--- config.mk ---
export PLATFORM = sky130hd
export DESIGN_NAME = pc_unit_flat
export DESIGN_NICKNAME = d
export VERILOG_FILES = /design/src/rtl/pc_unit_if.sv /design/src/rtl/pc_unit.sv /design/src/flat_wrapper.sv
export SDC_FILE = /design/constraint.sdc
export NUM_CORES = 1
export LEC_CHECK = 0
export ABC_CLOCK_PERIOD_IN_PS = 3500
export BUFFER_PORTS_ARGS = -buffer_cell sky130_fd_sc_hd__buf_2
export CAP_MARGIN = 25
export CORE_AREA = 2 2 104 106
export DETAILED_ROUTE_END_ITERATION = 6
export DIE_AREA = 0 0 106 108
export PLACE_DENSITY_LB_ADDON = 0.15
export RECOVER_POWER = 100
export SLEW_MARGIN = 20
export SYNTH_ARGS = -nofsm -noshare
export SYNTH_HDL_FRONTEND = slang
export SYNTH_SLANG_ARGS = --single-unit
--- constraint.sdc ---
create_clock -name clk -period 3.5 [get_ports clk]
set_input_delay 0.175 -clock clk [delete_from_list [all_inputs] [get_ports clk]]
set_output_delay 0.175 -clock clk [all_outputs]
set_load 0.01 [all_outputs]
--- src/rtl/pc_unit_if.sv ---
// Signal bundle between the D-stage decode/hazard logic (master) and the
// fetch-stage program-counter unit (slave).
interface pc_unit_if;
  logic        stall;
  logic        exc_req;
  logic [31:0] epc;
  logic        D_eret;
  logic [1:0]  D_branch_type;
  logic        equal;
  logic [1:0]  D_jump_type;
  logic [31:0] D_pc;
  logic [15:0] D_imm16;
  logic [25:0] D_imm26;
  logic [31:0] D_rs_val;
  logic [31:0] F_pc;
  logic        F_bd;
  logic        F_exc_adel;
  logic        flush_F;

  modport master (
    output stall, exc_req, epc, D_eret, D_branch_type, equal, D_jump_type,
           D_pc, D_imm16, D_imm26, D_rs_val,
    input  F_pc, F_bd, F_exc_adel, flush_F
  );

  modport slave (
    input  stall, exc_req, epc, D_eret, D_branch_type, equal, D_jump_type,
           D_pc, D_imm16, D_imm26, D_rs_val,
    output F_pc, F_bd, F_exc_adel, flush_F
  );
endinterface

--- src/rtl/pc_unit.sv ---
// Fetch-stage PC register and next-PC selection for the pipelined MIPS core:
// exception/eret/branch/jump redirect, delay-slot flag and fetch address error.
module pc_unit (
  input  logic     clk,
  input  logic     reset,
  pc_unit_if.slave bus
);
  localparam logic [31:0] RESET_PC   = 32'h0000_3000;
  localparam logic [31:0] HANDLER_PC = 32'h0000_4180;
  localparam logic [31:0] WIN_LO     = 32'h0000_3000;
  localparam logic [31:0] WIN_HI     = 32'h0000_6FFC;

  logic [31:0] r_pc;
  logic        r_bd;

  logic [31:0] w_pc_plus4;
  logic [31:0] w_d_pc_plus4;
  logic [31:0] w_br_offset;
  logic [31:0] w_br_target;
  logic [31:0] w_j_target;
  logic [31:0] w_pc_next;
  logic        w_bd_next;
  logic        w_br_valid;
  logic        w_br_taken;
  logic        w_jump;
  logic        w_jreg;

  assign w_pc_plus4   = r_pc + 32'd4;
  assign w_d_pc_plus4 = bus.D_pc + 32'd4;
  assign w_br_offset  = {{14{bus.D_imm16[15]}}, bus.D_imm16, 2'b00};
  assign w_br_target  = w_d_pc_plus4 + w_br_offset;
  assign w_j_target   = {w_d_pc_plus4[31:28], bus.D_imm26, 2'b00};

  // Reserved encodings (11) decode as "none" for both branch and jump.
  assign w_br_valid = (bus.D_branch_type == 2'b01) || (bus.D_branch_type == 2'b10);
  assign w_br_taken = ((bus.D_branch_type == 2'b01) &&  bus.equal) ||
                      ((bus.D_branch_type == 2'b10) && !bus.equal);
  assign w_jump     = (bus.D_jump_type == 2'b01);
  assign w_jreg     = (bus.D_jump_type == 2'b10);

  always_comb begin
    // NOTE: defaults first so every path assigns both outputs; no latch is inferred.
    w_pc_next = w_pc_plus4;
    w_bd_next = w_br_valid | w_jump | w_jreg;
    if (bus.exc_req) begin
      w_pc_next = HANDLER_PC;
      w_bd_next = 1'b0;
    end else if (bus.stall) begin
      w_pc_next = r_pc;
      w_bd_next = r_bd;
    end else if (bus.D_eret) begin
      w_pc_next = bus.epc;
      w_bd_next = 1'b0;
    end else if (w_br_valid) begin
      // A branch in D shadows any jump; not-taken falls through to F_pc + 4.
      if (w_br_taken) w_pc_next = w_br_target;
    end else if (w_jump) begin
      w_pc_next = w_j_target;
    end else if (w_jreg) begin
      w_pc_next = bus.D_rs_val;
    end
  end

  always_ff @(posedge clk) begin
    // NOTE: sequential state uses non-blocking assignments only.
    if (reset) begin
      r_pc <= RESET_PC;
      r_bd <= 1'b0;
    end else begin
      r_pc <= w_pc_next;
      r_bd <= w_bd_next;
    end
  end

  // Bad targets are loaded as-is; the error is reported here, never redirected.
  assign bus.F_pc       = r_pc;
  assign bus.F_bd       = r_bd;
  assign bus.F_exc_adel = (r_pc[1:0] != 2'b00) || (r_pc < WIN_LO) || (r_pc > WIN_HI);
  assign bus.flush_F    = bus.D_eret & ~bus.stall & ~bus.exc_req;
endmodule

--- src/flat_wrapper.sv ---
// flat-port wrapper written by rule: the top's interface ports become plain ports
module pc_unit_flat 
  (clk, reset, bus_stall, bus_exc_req, bus_epc, bus_D_eret, bus_D_branch_type, bus_equal, bus_D_jump_type, bus_D_pc, bus_D_imm16, bus_D_imm26, bus_D_rs_val, bus_F_pc, bus_F_bd, bus_F_exc_adel, bus_flush_F);
  pc_unit_if bus_i ();
  input  logic clk;
  input  logic reset;
  input wire logic [$bits(bus_i.stall)-1:0] bus_stall;
  input wire logic [$bits(bus_i.exc_req)-1:0] bus_exc_req;
  input wire logic [$bits(bus_i.epc)-1:0] bus_epc;
  input wire logic [$bits(bus_i.D_eret)-1:0] bus_D_eret;
  input wire logic [$bits(bus_i.D_branch_type)-1:0] bus_D_branch_type;
  input wire logic [$bits(bus_i.equal)-1:0] bus_equal;
  input wire logic [$bits(bus_i.D_jump_type)-1:0] bus_D_jump_type;
  input wire logic [$bits(bus_i.D_pc)-1:0] bus_D_pc;
  input wire logic [$bits(bus_i.D_imm16)-1:0] bus_D_imm16;
  input wire logic [$bits(bus_i.D_imm26)-1:0] bus_D_imm26;
  input wire logic [$bits(bus_i.D_rs_val)-1:0] bus_D_rs_val;
  output wire logic [$bits(bus_i.F_pc)-1:0] bus_F_pc;
  output wire logic [$bits(bus_i.F_bd)-1:0] bus_F_bd;
  output wire logic [$bits(bus_i.F_exc_adel)-1:0] bus_F_exc_adel;
  output wire logic [$bits(bus_i.flush_F)-1:0] bus_flush_F;
  assign bus_i.stall = bus_stall;
  assign bus_i.exc_req = bus_exc_req;
  assign bus_i.epc = bus_epc;
  assign bus_i.D_eret = bus_D_eret;
  assign bus_i.D_branch_type = bus_D_branch_type;
  assign bus_i.equal = bus_equal;
  assign bus_i.D_jump_type = bus_D_jump_type;
  assign bus_i.D_pc = bus_D_pc;
  assign bus_i.D_imm16 = bus_D_imm16;
  assign bus_i.D_imm26 = bus_D_imm26;
  assign bus_i.D_rs_val = bus_D_rs_val;
  assign bus_F_pc = bus_i.F_pc;
  assign bus_F_bd = bus_i.F_bd;
  assign bus_F_exc_adel = bus_i.F_exc_adel;
  assign bus_flush_F = bus_i.flush_F;
  pc_unit u_core (.clk(clk), .reset(reset), .bus(bus_i));
endmodule
==> results.py, run 1 <==
metrics = {
    "timing": {
        "fin_crit_ns": 3.22,
        "slew_viol_final": 34,
        "hold_viol": 0,
        "worstMarginPinSlew_ns": 1.54,
        "fmax_mhz": 311,
        "tns_ns": 0,
        "finalCritPeriodShare_pct": 91.9,
        "fin_worst_skew_ns": 0.00319,
        "rsz0062_at_grt": "no",
        "finalSetupViolations": 0,
        "relSlewSlack_pct": -2.52,
    },
    "die": {
        "fp.dieH_um": 108,
        "fp-row-count": 37,
        "io_pins": 183,
        "die_width_um": 106,
        "dieArea_um2": 11400,
        "start_util_pct": 52.8,
        "core_region_area_um2": 10200,
    },
    "clock_network": {
        "h-tree-depth": 2,
        "postCtsHoldBufs": 0,
        "clockBufferDepth": 2,
        "cts.clk_slew.worst_paths_ns": 0.08,
        "postCtsResizedCells": 0,
        "clock-root-buffer": "clkbuf_8",
        "cts.sinks": 33,
        "post_cts_buffers": 0,
        "tritoncts": "built",
        "clk_latency_ns": 0.30,
        "cts_buffers": 5,
    },
    "critical_path": {
        "r2r-start": "u_core.bus.F_pc[2]$_SDFFE_PP0N_",
        "worstPathCellList": "buf_2 -> nand3_1 -> nor2_1 -> and3_1 -> nand4_1 -> xnor2_1 -> ha_1 -> a21o_1 -> a21o_1 -> a21oi_1 -> o221ai_1 -> o21ai_0 -> o41ai_1 -> xnor2_1 -> a311oi_1",
        "slowest_delay_ns": 0.45,
        "ff2ff_setup_slack_ns": 0.76,
        "path_delay_family": "compound AO/OA/AOI/OAI gates",
        "cp_max_fo": 7,
        "slowest_stage": "o21ai_0",
        "crit_type": "primary input to flop",
        "crit_required_ns": 3.70,
        "start_kind": "primary input",
        "r2r-end": "u_core.bus.F_pc[16]$_SDFFE_PP0N_",
        "worst-endpoint-arrival_ns": 3.42,
        "path_buf_inv": 1,
        "end_kind": "flop",
        "r2r_cells": 9,
    },
    "synthesis": {
        "synthesis.nets": 959,
        "avgSynthCellArea_um2": 6.99,
        "synth.most_common_cell": "nand2_1",
        "ys_seq_area_share_pct": 12.2,
        "synth.largest_area_cell": "dfxtp_1",
        "synth_edf_count": 0,
        "synth-main-ff-cell": "dfxtp_1",
        "yosysWarningCount": 0,
        "synth.top_cell.area_share_pct": 12.2,
        "ys_types": 74,
        "synth_area_um2": 5410,
        "synth_commonest_cells": "nand2_1 (72), nor2_1 (69), a21oi_1 (64)",
        "synth_area_leaders": "dfxtp_1 (12%), ha_1 (8.6%), xnor2_1 (7.5%)",
        "async_flop_share_pct": 0,
        "synth_cells": 773,
        "yosys_register_bits": 33,
    },
    "run_status": {
        "status": "complete, but fails checks",
        "violations": "max-capacitance violations, max-slew violations",
    },
    "placed_design": {
        "placed_area_um2": 6430,
        "portBuffers": 182,
        "gp_congestion": 0.983,
        "post-place-cells": 1064,
        "dpl.hpwl_um": 16800,
    },
    "detailed_routing": {
        "via_count": 6946,
        "drc": 0,
        "wire_per_inst_um": 19.9,
        "drt_iter0_drc": 603,
        "via_per_inst": 6.48,
        "routed_wl_um": 21300,
        "ant_nets": 0,
        "drt_pass1_iterations": 5,
    },
    "flow_run": {
        "cap_violations": 1,
    },
    "global_route": {
        "grt_pass1_vias": 6456,
        "grt_start_max_net_pins": 34,
        "grt_pass1_wl_um": 33100,
        "antenna_found_initial": 0,
        "grtUsageTotal_pct": 36.4,
        "overflow": 0,
    },
    "layout": {
        "area_growth_pct": 19.8,
        "drive_gt1_share_pct": 19.8,
        "final_area_um2": 6480,
        "nets": 1121,
        "diodes": 0,
        "fin_cells": 1072,
    },
    "power": {
        "p_per_area_nw_per_um2": 246,
        "vdd_ir_drop_max_mv": 0.140,
        "leakagePower_nw": 2.78,
    },
    "hold_path": {
        "hold_class": "primary input to flop",
        "hold_end": "u_core.bus.F_pc[22]$_SDFFE_PP0N_",
        "hold_depth": 3,
        "min_from": "bus_epc[22]",
    },
}
[power by group]
part / internal (W) / leakage (nW) / switching [W]
sequential: 0.000394 / 0.270 / 0.0000389
combinational: 0.000324 / 2.45 / 0.000493
clock: 0.000178 / 0.0542 / 0.000164
total: 0.000897 / 2.78 / 0.000695
[worst register-to-register path, cell delays in order (launching register included)]
cell,delay (ns)
dfxtp_1,0.47
ha_1,0.30
and3_1,0.29
nand4_1,0.28
or2b_1,0.34
xnor2_1,0.32
mux2i_1,0.14
mux2i_1,0.15
nor2_1,0.07
o41ai_1,0.29
[how the worst max path moves through the flow]
stage,endpoint,slack [ns],depth (start not counted),start
2_1_floorplan,u_core.bus.F_pc[23]$_SDFFE_PP0N_,0.60,13,bus_D_pc[5]
3_3_place_gp,u_core.bus.F_pc[28]$_SDFFE_PP0N_,0.26,14,bus_D_pc[4]
3_5_place_dp,u_core.bus.F_pc[28]$_SDFFE_PP0N_,0.08,15,bus_D_pc[4]
4_1_cts,u_core.bus.F_pc[28]$_SDFFE_PP0N_,0.38,15,bus_D_pc[4]
5_1_grt,u_core.bus.F_pc[26]$_SDFFE_PP0N_,0.03,15,bus_D_pc[4]
6_report,u_core.bus.F_pc[30]$_SDFFE_PP0N_,0.28,15,bus_D_pc[4]
[per-layer routing]
| metal | vias up | part of all wire (%) | routed length (um) | track usage [%] |
|---|---|---|---|---|
| met5 | - | 0 | 0 | 0 |
| met4 | 0 | 3.1 | 664 | 14.2 |
| met3 | 54 | 11 | 2340 | 4.52 |
| met2 | 466 | 46 | 9750 | 61.8 |
| met1 | 3166 | 40 | 8590 | 47.1 |
| li1 | 3260 | - | - | - |
[layout by cell type, fill, tap and decap left out, drive strengths merged, types with 11 or more instances in the layout]
cell type / instances
buf: 158
nand2: 72
nand3: 39
nor3: 25
a221oi: 11
nand4: 16
a21oi: 64
o22ai: 16
xor2: 27
a21o: 19
dfxtp: 33
o21ai: 50
inv: 15
ha: 37
and3: 18
nor2: 70
xnor2: 46
o211ai: 13
a22oi: 11
clkbuf: 44
a211oi: 25
[kinds of logic (layout without fill, tap and decap cells)]
kind of cell               after synthesis  after routing  share of synthesized area (%)
AOI/OAI and AO/OA                      269            269                           33.5
and+or+nand+nor                        295            295                           27.8
muxes                                   10             10                           1.90
xor gates and xnor gates                73             73                           11.8
adders and majority gates               38             38                           8.93
DFF                                     33             33                           12.2
buffers and inverters                   55            218                           3.86
[cell type report]
class                      instances  area, um^2
multi-input combinational        685        4530
fill                            1007        3750
timing repair buffer             195         957
sequential                        33         661
tap                              136         170
clock buffer                       7        96.3
inverter                          15        56.3
clock inverter                     1        5.00
[through the flow]
| step | setup WS (ns) | util [%] | hold WS, ns | power (W) |
|---|---|---|---|---|
| 2_1_floorplan | 0.604 | - | 0.244 | 0.000938 |
| 3_3_place_gp | 0.259 | 62.9 | 0.414 | 0.00122 |
| 3_5_place_dp | 0.0775 | 62.9 | 0.425 | 0.00124 |
| 4_1_cts | 0.375 | 63.9 | 0.116 | 0.00157 |
| 5_1_grt | 0.0329 | 63.3 | 0.136 | 0.00168 |
| 6_report | 0.282 | 63.3 | 0.108 | 0.00159 |
[state kept, by name, indices dropped and copies added, names as in the netlist, named ones only]
| signal | count |
|---|---|
| u_core.bus.F_bd | 1 |
| u_core.bus.F_pc | 30 |
(Power assumes the default switching activity.)
==> run 2: changes to the inputs <==
Settings changed: ABC_AREA set to 1, CORE_AREA 2 2 104 106 to 2 2 111 113, DIE_AREA 0 0 106 108 to 0 0 113 115, PLACE_DENSITY set to 0.82, PLACE_DENSITY_LB_ADDON 0.15 to unset.
==> run 2 against run 1 <==
Net effect: the flow finishes with violations (design-rule violations); worst hold slack gained 0.00098 ns; power is 14% higher; cell area increased by 16%; synthesized cell count rose by 50%; global-route usage barely moved; sequential share of layout area down 1.4 points; non-clock buffer count is 4 lower; sequential power shrank 2%; critical path type unchanged; critical endpoint is now u_core.bus.F_pc[19]$_SDFFE_PP0N_; highest routed layer unchanged.
==> results.py, run 2 <==
metrics = {
    "run_status": {
        "status": "complete, but fails checks",
        "violations": "design-rule violations",
    },
    "synthesis": {
        "ys_seq_area_share_pct": 10.4,
        "synth_cells": 1159,
        "synth_area_um2": 6320,
        "synth.largest_area_cell": "nand2_1",
        "synth_area_leaders": "nand2_1 (23%), dfxtp_1 (10%), nand3_1 (8.1%)",
        "async_flop_share_pct": 0,
        "avgSynthCellArea_um2": 5.46,
        "yosys_register_bits": 33,
        "synth.top_cell.area_share_pct": 22.8,
        "yosysWarningCount": 0,
        "synth-main-ff-cell": "dfxtp_1",
        "synthesis.nets": 1345,
        "synth.most_common_cell": "nand2_1",
        "synth_commonest_cells": "nand2_1 (384), inv_1 (133), nor2_1 (108)",
        "ys_types": 54,
        "synth_edf_count": 0,
    },
    "die": {
        "io_pins": 183,
        "fp-row-count": 40,
        "core_region_area_um2": 11800,
        "die_width_um": 113,
        "dieArea_um2": 13000,
        "start_util_pct": 53.5,
        "fp.dieH_um": 115,
    },
    "layout": {
        "seqCellArea_um2": 661,
        "fin_cells": 1480,
        "final_cell_mix": "nand2_1 (384), buf_2 (146), inv_1 (133), nor2_1 (109), nand3_1 (102)",
        "largest_reg_flops": 30,
        "multiInputGateArea_um2": 5020,
        "diodes": 0,
        "nets": 1518,
        "drive_gt1_share_pct": 15.2,
        "final_common_cell": "nand2_1",
        "fill_cells": 1225,
        "area_growth_pct": 18.7,
    },
    "timing": {
        "worstMarginPinSlew_ns": 1.44,
        "setup_ws_ns": 0.469,
        "relSlewSlack_pct": 3.83,
        "finalCritPeriodShare_pct": 86.6,
        "slew_viol_final": 0,
        "fin_crit_ns": 3.03,
        "fin_worst_skew_ns": 0.00797,
        "hold_viol": 0,
        "tns_ns": 0,
        "fmax_mhz": 330,
        "rsz0062_at_grt": "no",
        "finalSetupViolations": 0,
    },
    "placed_design": {
        "dp_slack_ns": 0.297,
        "portBuffers": 182,
        "post-place-cells": 1472,
        "gp_congestion": 1.13,
        "dpl.hpwl_um": 19500,
    },
    "critical_path": {
        "ff2ff_setup_slack_ns": 1.33,
        "worst-endpoint-arrival_ns": 3.16,
        "crit_type": "primary input to flop",
        "start_kind": "primary input",
        "r2r_cells": 11,
        "end_kind": "flop",
        "crit_required_ns": 3.63,
        "cp_max_fo": 6,
    },
    "power": {
        "leakagePower_nw": 3.76,
        "p_per_area_nw_per_um2": 242,
        "vdd_ir_drop_max_mv": 0.182,
    },
    "detailed_routing": {
        "drt_pass1_iterations": 7,
        "via_per_inst": 5.81,
        "met3_length_um": 2690,
        "routed_wl_um": 24000,
        "drt_iter0_drc": 978,
        "wl_met2_um": 10400,
        "wirelength_met1_um": 10000,
        "drc": 5,
        "via_count": 8595,
        "wire_per_inst_um": 16.2,
        "ant_nets": 0,
        "top_layer": "met4",
    },
    "clock_network": {
        "cts_buffers": 5,
        "post_cts_buffers": 0,
        "h-tree-depth": 2,
        "postCtsResizedCells": 0,
        "cts.clk_slew.worst_paths_ns": 0.06,
        "tritoncts": "built",
        "clk_latency_ns": 0.29,
        "clockBufferDepth": 2,
        "postCtsHoldBufs": 0,
        "cts.sinks": 33,
        "clock-root-buffer": "clkbuf_16",
    },
    "global_route": {
        "overflow": 0,
        "grt_pass1_vias": 7781,
        "grt_start_max_net_pins": 32,
        "grtUsageTotal_pct": 36.3,
        "grt_pass1_wl_um": 38200,
        "antenna_found_initial": 0,
    },
    "hold_path": {
        "hold_class": "primary input to flop",
        "hold_depth": 2,
    },
    "flow_run": {
        "cap_violations": 0,
    },
}
-- run 2: cell types whose count changed in the layout (fill, tap and decap cells not counted), sizes merged, moves of 18 or more --
cell / previous run / this run
nand2: 72 / 387
inv: 15 / 141
nand3: 39 / 104
nor2: 70 / 119
xnor2: 46 / 16
a21oi: 64 / 93
a211oi: 25 / 0
and3: 18 / 0
-- run 2: kinds of logic (layout without fill, tap and decap cells) --
family	Yosys count	after routing	synth area share [%]
fa+ha+maj	38	38	7.64
simple gates	679	679	47.0
xor+xnor	42	42	5.93
flops	33	33	10.4
buf+inv	168	342	10.1
compound gates	199	199	18.8
-- run 2: critical path, cell delays in order --
cell and delay [ns]:
clkbuf_1 0.17, ha_1 0.22, nand2_1 0.11, nor3_1 0.22, clkbuf_1 0.24, xor2_1 0.17
inv_1 0.05, ha_1 0.38, nand4_1 0.21, nor3_1 0.44, nand4_1 0.27, nand3_1 0.13
nand2_1 0.05, nand3_1 0.12, nand2_1 0.08, nand2_1 0.06, a21oi_1 0.05
-- run 2: layout make-up --
type	instances	area share, %
clock buffers	6	1.85
well taps	147	2.45
clock inverters	2	0.500
inverters	143	7.15
repair buffers	191	12.4
multi-input cells	958	66.9
flip-flops and latches	33	8.80
-- run 2: per-stage QoR --
stage | total power [W] | area, um^2 | hold slack (ns) | util (%)
6_report | 0.00182 | 7510 | 0.109 | 63.6
5_1_grt | 0.00193 | 7510 | 0.114 | 63.6
4_1_cts | 0.00179 | 7560 | 0.113 | 64.0
3_5_place_dp | 0.00127 | 7380 | 0.409 | 62.5
3_3_place_gp | 0.00126 | 7380 | 0.406 | 62.5
2_1_floorplan | 0.000975 | 6320 | 0.244 | -
-- run 2: path summary, 6_finish.rpt --
path                                                  startpoint                          endpoint
worst max register to register   u_core.bus.F_pc[2]$_SDFFE_PP0N_  u_core.bus.F_pc[20]$_SDFFE_PP0N_
worst min register to register  u_core.bus.F_pc[13]$_SDFFE_PP1P_  u_core.bus.F_pc[13]$_SDFFE_PP1P_
worst min-delay path                                       reset   u_core.bus.F_pc[7]$_SDFFE_PP0P_
worst max-delay path                                 bus_D_pc[2]  u_core.bus.F_pc[19]$_SDFFE_PP0N_
-- run 2: report_power, final --
group	switching (W)	total, W	internal (W)
logic	0.000550	0.000857	0.000307
registers	0.0000322	0.000426	0.000394
clock network	0.000177	0.000533	0.000355
total	0.000760	0.00182	0.00106
-- run 2: per-layer routing --
metal,track usage [%],up-vias
li1,-,4197
met5,0,-
met4,12.6,0
met1,49.3,3806
met3,6.22,77
met2,58.6,515
